[src/rtl/fetch_pkg.sv]
// ----------------------------------------------------------------------------
// Module : fetch_pkg
// Brief  : Shared types and constants for the instruction fetch stage.
// Rev    : 1.0
// ----------------------------------------------------------------------------
`default_nettype none

package fetch_pkg;

   localparam logic [31:0] NOP_INSTR = 32'h0000_0013;
   localparam logic [31:0] PC_STEP   = 32'd4;

   typedef struct packed {
      logic [31:0] pc;
      logic [31:0] instr;
      logic        filled;
   } fetch_entry_t;

endpackage

`default_nettype wire

[src/rtl/fetch_queue.sv]
// ----------------------------------------------------------------------------
// Module : fetch_queue
// Brief  : Circular buffer of in-flight/returned fetches, filled in order.
// Rev    : 1.0
// ----------------------------------------------------------------------------
`default_nettype none

module fetch_queue
   import fetch_pkg::*;
#(
   parameter int          DEPTH    = 4,
   parameter logic [31:0] RESET_PC = 32'h0000_0000,
   localparam int         CW       = $clog2(DEPTH + 1)
) (
   input  logic          clk,
   input  logic          rst_n,
   input  logic          alloc,
   input  logic [31:0]   alloc_pc,
   input  logic          fill,
   input  logic [31:0]   fill_data,
   input  logic          pop,
   input  logic          flush,
   output logic          head_valid,
   output logic [31:0]   head_pc,
   output logic [31:0]   head_instr,
   output logic [CW-1:0] occupancy,
   output logic [CW-1:0] unfilled
);

   localparam int AW = $clog2(DEPTH);

   fetch_entry_t  entries_q [DEPTH];
   fetch_entry_t  entries_d [DEPTH];
   logic [AW-1:0] head_q, head_d;
   logic [AW-1:0] tail_q, tail_d;
   logic [AW-1:0] fillp_q, fillp_d;
   logic [CW-1:0] count_q, count_d;
   logic [CW-1:0] unf_q, unf_d;

   always_comb begin
      entries_d = entries_q;
      head_d    = head_q;
      tail_d    = tail_q;
      fillp_d   = fillp_q;
      count_d   = count_q;
      unf_d     = unf_q;

      if (flush) begin
         for (int i = 0; i < DEPTH; i++) begin
            entries_d[i].filled = 1'b0;
         end
         head_d  = '0;
         tail_d  = '0;
         fillp_d = '0;
         count_d = '0;
         unf_d   = '0;
      end else begin
         // Pop frees the head before a same-cycle alloc may reuse that slot.
         if (pop) begin
            entries_d[head_q].filled = 1'b0;
            head_d = head_q + AW'(1);
         end
         if (alloc) begin
            entries_d[tail_q].pc     = alloc_pc;
            entries_d[tail_q].instr  = NOP_INSTR;
            entries_d[tail_q].filled = 1'b0;
            tail_d = tail_q + AW'(1);
         end
         if (fill) begin
            entries_d[fillp_q].instr  = fill_data;
            entries_d[fillp_q].filled = 1'b1;
            fillp_d = fillp_q + AW'(1);
         end
         count_d = count_q + CW'(alloc) - CW'(pop);
         unf_d   = unf_q + CW'(alloc) - CW'(fill);
      end
   end

   always_ff @(posedge clk or negedge rst_n) begin
      if (!rst_n) begin
         for (int i = 0; i < DEPTH; i++) begin
            entries_q[i] <= '{pc: RESET_PC, instr: NOP_INSTR, filled: 1'b0};
         end
         head_q  <= '0;
         tail_q  <= '0;
         fillp_q <= '0;
         count_q <= '0;
         unf_q   <= '0;
      end else begin
         entries_q <= entries_d;
         head_q    <= head_d;
         tail_q    <= tail_d;
         fillp_q   <= fillp_d;
         count_q   <= count_d;
         unf_q     <= unf_d;
      end
   end

   always_comb begin
      head_valid = (count_q != '0) && entries_q[head_q].filled;
      head_pc    = entries_q[head_q].pc;
      head_instr = head_valid ? entries_q[head_q].instr : NOP_INSTR;
      occupancy  = count_q;
      unfilled   = unf_q;
   end

endmodule

`default_nettype wire

[src/rtl/fetch_unit.sv]
// ----------------------------------------------------------------------------
// Module : fetch_unit
// Brief  : RV32I fetch stage: PC, imem request issue, redirect flush, decode handoff.
// Rev    : 1.0
// ----------------------------------------------------------------------------
`default_nettype none

module fetch_unit
   import fetch_pkg::*;
#(
   parameter logic [31:0] RESET_PC = 32'h0000_0000,
   parameter int          DEPTH    = 4
) (
   input  logic        clk,
   input  logic        rst_n,
   output logic        imem_req_valid,
   input  logic        imem_req_ready,
   output logic [31:0] imem_req_addr,
   input  logic        imem_rsp_valid,
   input  logic [31:0] imem_rsp_data,
   input  logic        redirect_valid,
   input  logic [31:0] redirect_pc,
   output logic        id_valid,
   input  logic        id_ready,
   output logic [31:0] id_instr,
   output logic [31:0] id_pc
);

   localparam int            CW        = $clog2(DEPTH + 1);
   localparam logic [CW:0]   DEPTH_LIM = DEPTH[CW:0];

   logic [31:0]   pc_q, pc_d;
   logic [CW-1:0] discard_q, discard_d;

   logic          head_valid;
   logic [31:0]   head_pc;
   logic [31:0]   head_instr;
   logic [CW-1:0] occupancy;
   logic [CW-1:0] unfilled;
   logic          pop;
   logic          alloc;
   logic          fill;
   logic          rsp_drop;
   logic [CW:0]   budget;
   logic [CW-1:0] owed;

   always_comb begin
      id_valid = head_valid && !redirect_valid;
      pop      = id_valid && id_ready;

      // Stale responses still owed count against the request budget.
      budget         = {1'b0, occupancy} + {1'b0, discard_q};
      imem_req_valid = !redirect_valid && ((budget < DEPTH_LIM) || pop);
      alloc          = imem_req_valid && imem_req_ready;

      rsp_drop = imem_rsp_valid && !redirect_valid && (discard_q != '0);
      fill     = imem_rsp_valid && !redirect_valid && (discard_q == '0) && (unfilled != '0);

      owed = discard_q + unfilled;

      pc_d      = pc_q;
      discard_d = discard_q;
      if (redirect_valid) begin
         pc_d      = redirect_pc & 32'hFFFF_FFFC;
         discard_d = owed - CW'(imem_rsp_valid && (owed != '0));
      end else begin
         if (alloc) begin
            pc_d = pc_q + PC_STEP;
         end
         if (rsp_drop) begin
            discard_d = discard_q - CW'(1);
         end
      end
   end

   always_ff @(posedge clk or negedge rst_n) begin
      if (!rst_n) begin
         pc_q      <= RESET_PC;
         discard_q <= '0;
      end else begin
         pc_q      <= pc_d;
         discard_q <= discard_d;
      end
   end

   always_comb begin
      imem_req_addr = pc_q;
      id_instr      = head_instr;
      id_pc         = head_pc;
   end

   fetch_queue #(
      .DEPTH    (DEPTH),
      .RESET_PC (RESET_PC)
   ) u_queue (
      .clk        (clk),
      .rst_n      (rst_n),
      .alloc      (alloc),
      .alloc_pc   (pc_q),
      .fill       (fill),
      .fill_data  (imem_rsp_data),
      .pop        (pop),
      .flush      (redirect_valid),
      .head_valid (head_valid),
      .head_pc    (head_pc),
      .head_instr (head_instr),
      .occupancy  (occupancy),
      .unfilled   (unfilled)
   );

endmodule

`default_nettype wire

[config.mk]
export PLATFORM = sky130hd
export DESIGN_NAME = fetch_unit
export DESIGN_NICKNAME = d
export VERILOG_FILES = /design/src/rtl/fetch_pkg.sv /design/src/rtl/fetch_queue.sv /design/src/rtl/fetch_unit.sv
export SDC_FILE = /design/constraint.sdc
export NUM_CORES = 1
export LEC_CHECK = 0
export BUFFER_PORTS_ARGS = -buffer_cell sky130_fd_sc_hd__buf_2
export CAP_MARGIN = 10
export CORE_MARGIN = 2
export CORE_UTILIZATION = 29
export DETAILED_ROUTE_END_ITERATION = 10
export MAX_ROUTING_LAYER = met4
export SLEW_MARGIN = 25
export SYNTH_ARGS = -nofsm -noshare
export SYNTH_HDL_FRONTEND = slang
export SYNTH_SLANG_ARGS = --single-unit
[constraint.sdc]
create_clock -name clk -period 4.65 [get_ports clk]
set_input_delay 0 -clock clk [delete_from_list [all_inputs] [get_ports clk]]
set_output_delay 0 -clock clk [all_outputs]
set_load 0.05 [all_outputs]
==> metrics.md, run 1 <==
| Metric | Value |
|---|---|
| Share of cells above drive strength 1 | 31.20% |
| CP delay by family, top | simple AND/OR/NAND/NOR gates |
| Pwr/cell area | 495.1 nW/um^2 |
| CTS tree | done |
| Ys async rst share | 100.0% |
| Nets@finish | 1385 |
| Commonest cells post-synth | dfrtp_1 (285), a22o_1 (116), nand2_1 (94) |
| P_leak | 7.878 nW |
| Max Root-Sink Buffers | 3 |
| Worst Tran Pin Value | just over 0.8 ns |
| CP Cell Sequence | ha_1 > nor4_1 > and2_1 > o21ai_4 > inv_2 > ha_1 > inv_1 > fa_1 > xnor2_1 > xnor2_1 > nor2_1 |
| Largest net degree at the start of global routing | 127 |
| Vias in the first global route | 10460 |
| Register area share after synthesis | 53.70% |
| Num rows | 80 |
| Skew-Pair Late Insertion Delay | 0.53 ns |
| Met3 WL | 2.732 mm |
| P&R area growth vs syn | 23.80% |
| Crit path launch | discard_q[2]$_DFFE_PN0P_ |
| Global-route wire length before repair | 62.27 mm |
| Violated checks | negative hold slack |
| Setup Viol. Count Final | 0 |
| DRC | 0 |
| Clk slew on worst S/H paths | 0.06 ns |
| Maximum VDD drop | 419.3 uV |
| Synth warn | 0 |
| Max_slew headroom | a little under half |
| Crit Reg-Reg Endpoint | u_queue.unfilled[2]$_DFF_PN0_ |
| RSZ-0062 raised after global routing | no |
| Fin. Hold Viols | 7 |
| Initial core utilization | between 20% and 30% |
| Antenna violations before repair | 4 |
| # IOs | 168 |
| Worst reg2reg path depth | 11 |
| WL per Instance | 20.39 um |
| Post-Place Cell Area | 15270 um^2 |
| Syn avg cell area | around 13 um^2 |
| Total CTS buffers | 35 |
| Yosys top cell by area | dfrtp_1 |
| Total Wirelength | about 39 mm |
| Final WS setup | ~1.3 ns |
| Crit end category | register |
| Routability Congestion | 0.8107 |
| Met2 wire len | roughly 19 mm |
| Cell area after layout | approximately 17000 um^2 |
| Post-DP HPWL | 24.40 mm |
| DIE WIDTH | 222.7 um |
| Post-Syn Instances | 1087 |
| Worst min path class | input pin to asynchronous set/reset pin |
| Final Max Tran Viols | 0 |
| Die area | 49580 um^2 |
| FF-to-FF Start | discard_q[2]$_DFFE_PN0P_ |
| Critical path depth | 11 |
| DR top layer | met4 |
| Slowest CP cell | and2_1 |
| Max Clk Rate | 0.3006 GHz |
| Filler cell count in the final layout | 4650 |
| Post-synth EDFFs | 0 |
| Min cycle time layout | 3.326 ns |
| Final Skew | 0.02431 ns |
| Flop-to-flop setup slack | 1.32 ns |
| Remaining antenna violation count | 0 |
| Grt total ovfl | 0 |
| CP max FO | 20 |
| Cell with the most instances after synthesis | dfrtp_1 |
| Die height | 222.7 um |
| Gr usage total | 16.57% |
| WP data required | 5.03 ns |
| Core ar. | between 40000 and 50000 um^2 |
| Post-synthesis register bit count | between 200 and 300 |
| Status | complete, but fails checks |
| Dpl ws | 1.324 ns |
| Post-synthesis cell type count | 57 |
| Htree depth | 2 |
| Cell area after synthesis | approximately 14000 um^2 |
| Vias/cell | 5.162 |
| # clock sinks | 297 |
| CP startpoint kind | register |
| Routed via count | roughly 10000 |
| Critical path buffers and inverters | 2 |
| Root Buffer | clkbuf_16 |
| Crit path largest cell delay | 0.63 ns |
| Worst EP arrival | between 3 and 4 ns |
| Crit path to | u_queue.unfilled[2]$_DFF_PN0_ |
| Period Utilization, post-route | 71.53% |
| Synth Flop Type | dfrtp_1 |
| Post-synth top area share | around half |
| DRT met1 WL | 17.19 mm |
| Critical path class | register to register |
| First DRT Iteration DRCs | 663 |
| First-pass iteration count of the detailed router | 4 |
| PortBufs | 161 |
| Area contributors post-synth | dfrtp_1 (51%), mux4_2 (10%), a22o_1 (7.3%) |
| Max_cap viols | 0 |
| Total negative setup slack | 0 ns |
| CTS resizes | 0 |
| WHS | -0.002950 ns |
==> area by class of cell <==
class / instances / area (um^2) / area share (%)
Clock inverter: 13 / 163.9 / 0.9547
Inverter: 33 / 123.9 / 0.7215
Timing Repair Buffer: 252 / 1707 / 9.941
Multi-Input combinational cell: 669 / 5896 / 34.34
Tap cell: 615 / 769.5 / 4.482
Antenna cell: 4 / 10.01 / 0.05830
Clock buffer: 50 / 1044 / 6.078
Sequential cell: 297 / 7455 / 43.42
==> worst min-delay path by stage <==
| stage | start | end | slack (ns) | depth (start not counted) |
|---|---|---|---|---|
| floorplan | rst_n | discard_q[0]$_DFFE_PN0P_ | -0.30 | 0 |
| global placement | rst_n | u_queue.entries_q[202]$_DFFE_PN0N_ | 0.17 | 1 |
| detailed placement | rst_n | u_queue.entries_q[202]$_DFFE_PN0N_ | 0.18 | 1 |
| CTS | imem_req_ready | imem_req_addr[15]$_DFFE_PN0P_ | 0.08 | 4 |
| global route | rst_n | u_queue.entries_q[22]$_DFFE_PN0N_ | 0.01 | 2 |
| finish | rst_n | u_queue.entries_q[22]$_DFFE_PN0N_ | -0.003 | 2 |
==> metal layers <==
layer  vias to the layer above  GRT usage (%)
li1                       4437              -
met2                       316          26.69
met4                         0          4.027
met5                         -              -
met1                      5177          21.01
met3                        49          4.073
==> logic make-up after synthesis <==
| group | Yosys count | synth area share, % |
|---|---|---|
| compound gates | 265 | 14.53 |
| mux | 135 | 16.06 |
| flops | 297 | 53.70 |
| xor+xnor | 22 | 1.389 |
| simple gates | 216 | 7.579 |
| fa+ha+maj | 27 | 2.599 |
| other cells | 1 | 0.02704 |
| buf+inv | 124 | 4.115 |
==> metrics by stage <==
stage | util (%) | power (mW) | std cells
6_report | 36.18 | 8.500 | 1933
5_1_grt | 36.18 | 8.943 | 1933
4_1_cts | 36.11 | 8.601 | 1928
3_5_place_dp | 32.19 | 5.690 | 1800
3_3_place_gp | 32.19 | 5.615 | 1800
2_1_floorplan | - | 5.030 | 1090
==> power by group <==
group          internal (mW)  switching (mW)  total (mW)
Combinational          0.838            1.34        2.18
Sequential              3.15           0.332        3.48
Clock                   1.74            1.10        2.84
Total                   5.72            2.78        8.50
==> sequential cells by signal, indices dropped and copies added, names as in the netlist <==
signal             count
u_queue.tail_q         2
u_queue.head_q         2
imem_req_addr         30
u_queue.unfilled       3
u_queue.fillp_q        2
u_queue.entries_q    252
u_queue.occupancy      3
discard_q              3
==> repair_timing <==
item	CTS	global route
hold buffers	65	0
setup endpoints to repair	0	0
buffers inserted	0	0
endpoints found under the hold margin	273	0
==> cells in the final DEF, fill, tap and decap left out, types with 5 or more instances in the layout <==
cell type	synthesis	layout
o21ai_0	75	75
and3_1	35	35
a21oi_1	7	7
nor4_1	7	7
xor2_1	6	6
clkinv_2	0	5
ha_1	24	24
buf_4	12	23
mux2_2	70	70
nand3_1	19	19
or2_2	5	5
clkbuf_8	0	9
a2111oi_0	8	8
nand2_1	94	94
dlygate4sd3_1	0	65
nand4_1	8	8
mux4_2	63	63
nor2_1	18	18
and2_1	9	9
clkbuf_16	0	36
o22a_1	12	12
buf_2	18	160
dfstp_2	12	12
inv_1	32	32
xnor2_1	16	16
clkbuf_1	46	5
nor3_1	5	5
dfrtp_1	285	283
a22o_1	116	116
No activity file was read; power rests on OpenSTA's default activity.
==> run 2, diff against run 1 <==
Clock period 4.65 ns to 3 ns, I/O delays scaled along.
==> metrics.md, run 2 (same netlist as run 1, synthesis figures left out) <==
| Metric | Value |
|---|---|
| WP data required | 3.00 ns |
| Max reg flops | roughly 250 |
| Num rows | 80 |
| Max Root-Sink Buffers | 3 |
| Commonest non-fill, non-tap cell in the layout | dfrtp_1 |
| Clock power share | 30.7% |
| # hold bufs at CTS | 67 |
| DRC | 0 |
| Crit path largest cell delay | 0.62 ns |
| WHS | between 0.05 and 0.06 ns |
| Max_slew headroom | ~45% |
| Critical path class | register to primary output |
| Max_cap viols | 0 |
| Routability Congestion | 0.8230 |
| Commonest non-fill, non-tap cells in the layout | dfrtp_1 (283), buf_2 (160), a22o_1 (116) |
| Setup Viol. Count Final | 0 |
| Met2 Use GR | 26.97% |
| Remaining antenna violation count | 0 |
| Die height | roughly 220 um |
| Total CTS buffers | 31 |
| Crit Reg-Reg Endpoint | u_queue.unfilled[2]$_DFF_PN0_ |
| Htree depth | 1 |
| Slowest CP cell | buf_4 |
| CP dominant cell by count | buf_4 |
| Pwr/cell area | ~740 nW/um^2 |
| # IOs | 168 |
| CTS tree | done |
| Die area | 49580 um^2 |
| Initial core utilization | slightly below 30% |
| Top Usage Layer GRT | met2 |
| P&R area growth vs syn | 23.10% |
| Grt total ovfl | 0 |
| Largest net degree at the start of global routing | 103 |
| CP startpoint kind | register |
| Int Pwr | 8.439 mW |
| Worst min path class | input pin to asynchronous set/reset pin |
| Global-route wire length before repair | 62.58 mm |
| Vias/cell | 5.167 |
| Worst EP arrival | roughly 2.8 ns |
| Seq pwr share | 42.6% |
| Layout Cells excl Fill | roughly 1900 |
| NetSw | about 4.2 mW |
| Switch share | 33.48% |
| Post-CTS setup buffers | 0 |
| Total Wirelength | about 40 mm |
| Worst reg2reg path depth | 11 |
| Flop-to-flop setup slack | approximately 0.34 ns |
| Routed via count | 9998 |
| FF-to-FF Start | discard_q[2]$_DFFE_PN0P_ |
| First-pass iteration count of the detailed router | 5 |
| Post-DP HPWL | 24.92 mm |
| DIE WIDTH | ~220 um |
| Biggest register | u_queue.entries_q |
| RSZ-0062 raised after global routing | no |
| Max Clk Rate | 0.3583 GHz |
| First DRT Iteration DRCs | 679 |
| Min cycle time layout | 2.791 ns |
| CTS resizes | 0 |
| Met3 Use GR | between 3 and 4% |
| Post-Place Cell Area | 15380 um^2 |
| # clock sinks | 297 |
| Crit end category | primary output |
| Cell area after layout | 17070 um^2 |
| Met1 usage | 21.19% |
| Status | complete, no violations |
| Clk slew on worst S/H paths | 0.07 ns |
| Inst Count DP | 1810 |
| Period Utilization, post-route | 93.04% |
| P_leak | 7.845 nW |
| Total negative setup slack | 0 ns |
| Share of cells above drive strength 1 | 31.01% |
| Maximum VDD drop | 461.1 uV |
| Antenna violations before repair | 1 |
| Core ar. | 47450 um^2 |
| PortBufs | 161 |
| Gr usage total | 16.52% |
| Final Skew | 0.02310 ns |
| WL per Instance | between 20 and 25 um |
| Vias in the first global route | 10580 |
| Root Buffer | clkbuf_16 |
| CP Cell Sequence | buf_4 > buf_4 > mux4_2 > buf_2 |
| Gate power share | between 20% and 30% |
| Final Max Tran Viols | 0 |
| CP max FO | slightly above 40 |
| Fin. Hold Viols | 0 |
| Final core utilization | 35.98% |
| Nets@finish | around 1400 |
| Worst Tran Pin Value | 0.8274 ns |
| Skew-Pair Late Insertion Delay | 0.59 ns |
run 2: power groups by stage:
stage          Combinational (mW)  Sequential [mW]  Clock, mW
3_3_place_gp                 3.30             5.41          0
6_report                     3.39             5.40       3.89
2_1_floorplan                2.34             5.46          0
5_1_grt                      3.69             5.51       4.14
3_5_place_dp                 3.37             5.47          0
4_1_cts                      3.45             5.40       3.98
run 2: stage by stage:
step / power (mW) / worst slack [ns]
global placement: 8.713 / 0.3216
floorplan: 7.797 / 0.07589
detailed placement: 8.838 / 0.3632
finish: 12.69 / 0.2089
global route: 13.33 / 0.1101
CTS: 12.83 / 0.1403
run 2: worst max path at each step:
stage | startpoint | to | cells past startpoint
floorplan | discard_q[2]$_DFFE_PN0P_ | u_queue.unfilled[2]$_DFF_PN0_ | 13
global placement | discard_q[2]$_DFFE_PN0P_ | u_queue.unfilled[2]$_DFF_PN0_ | 11
detailed placement | discard_q[2]$_DFFE_PN0P_ | u_queue.unfilled[2]$_DFF_PN0_ | 11
CTS | u_queue.head_q[1]$_DFFE_PN0P_ | id_pc[26] | 4
global route | u_queue.head_q[1]$_DFFE_PN0P_ | id_pc[26] | 4
finish | u_queue.head_q[1]$_DFFE_PN0P_ | id_pc[26] | 4
run 2: critical path, delay by kind of cell (launching register included):
family / cells / cell delay, ns
flip-flops: 1 / 0.41
multiplexers: 1 / 0.42
buffers and inverters: 3 / 1.37
run 2: area by class of cell:
| cell class | count | area [um^2] |
|---|---|---|
| Clock inverter | 10 | 106.4 |
| Inverter | 33 | 123.9 |
| Fill cell | 4664 | 30380 |
| Multi-Input combinational cell | 669 | 5896 |
| Timing Repair Buffer | 263 | 1812 |
| Sequential cell | 297 | 7455 |
| Clock buffer | 47 | 905.9 |
| Antenna cell | 1 | 2.502 |
| Tap cell | 615 | 769.5 |
run 2: metal layers:
layer | share of wire, % | routed length, um
met5 | 0 | 0
met4 | 2.1 | 854
met3 | 6.4 | 2561
met2 | 48 | 19270
met1 | 43 | 17250
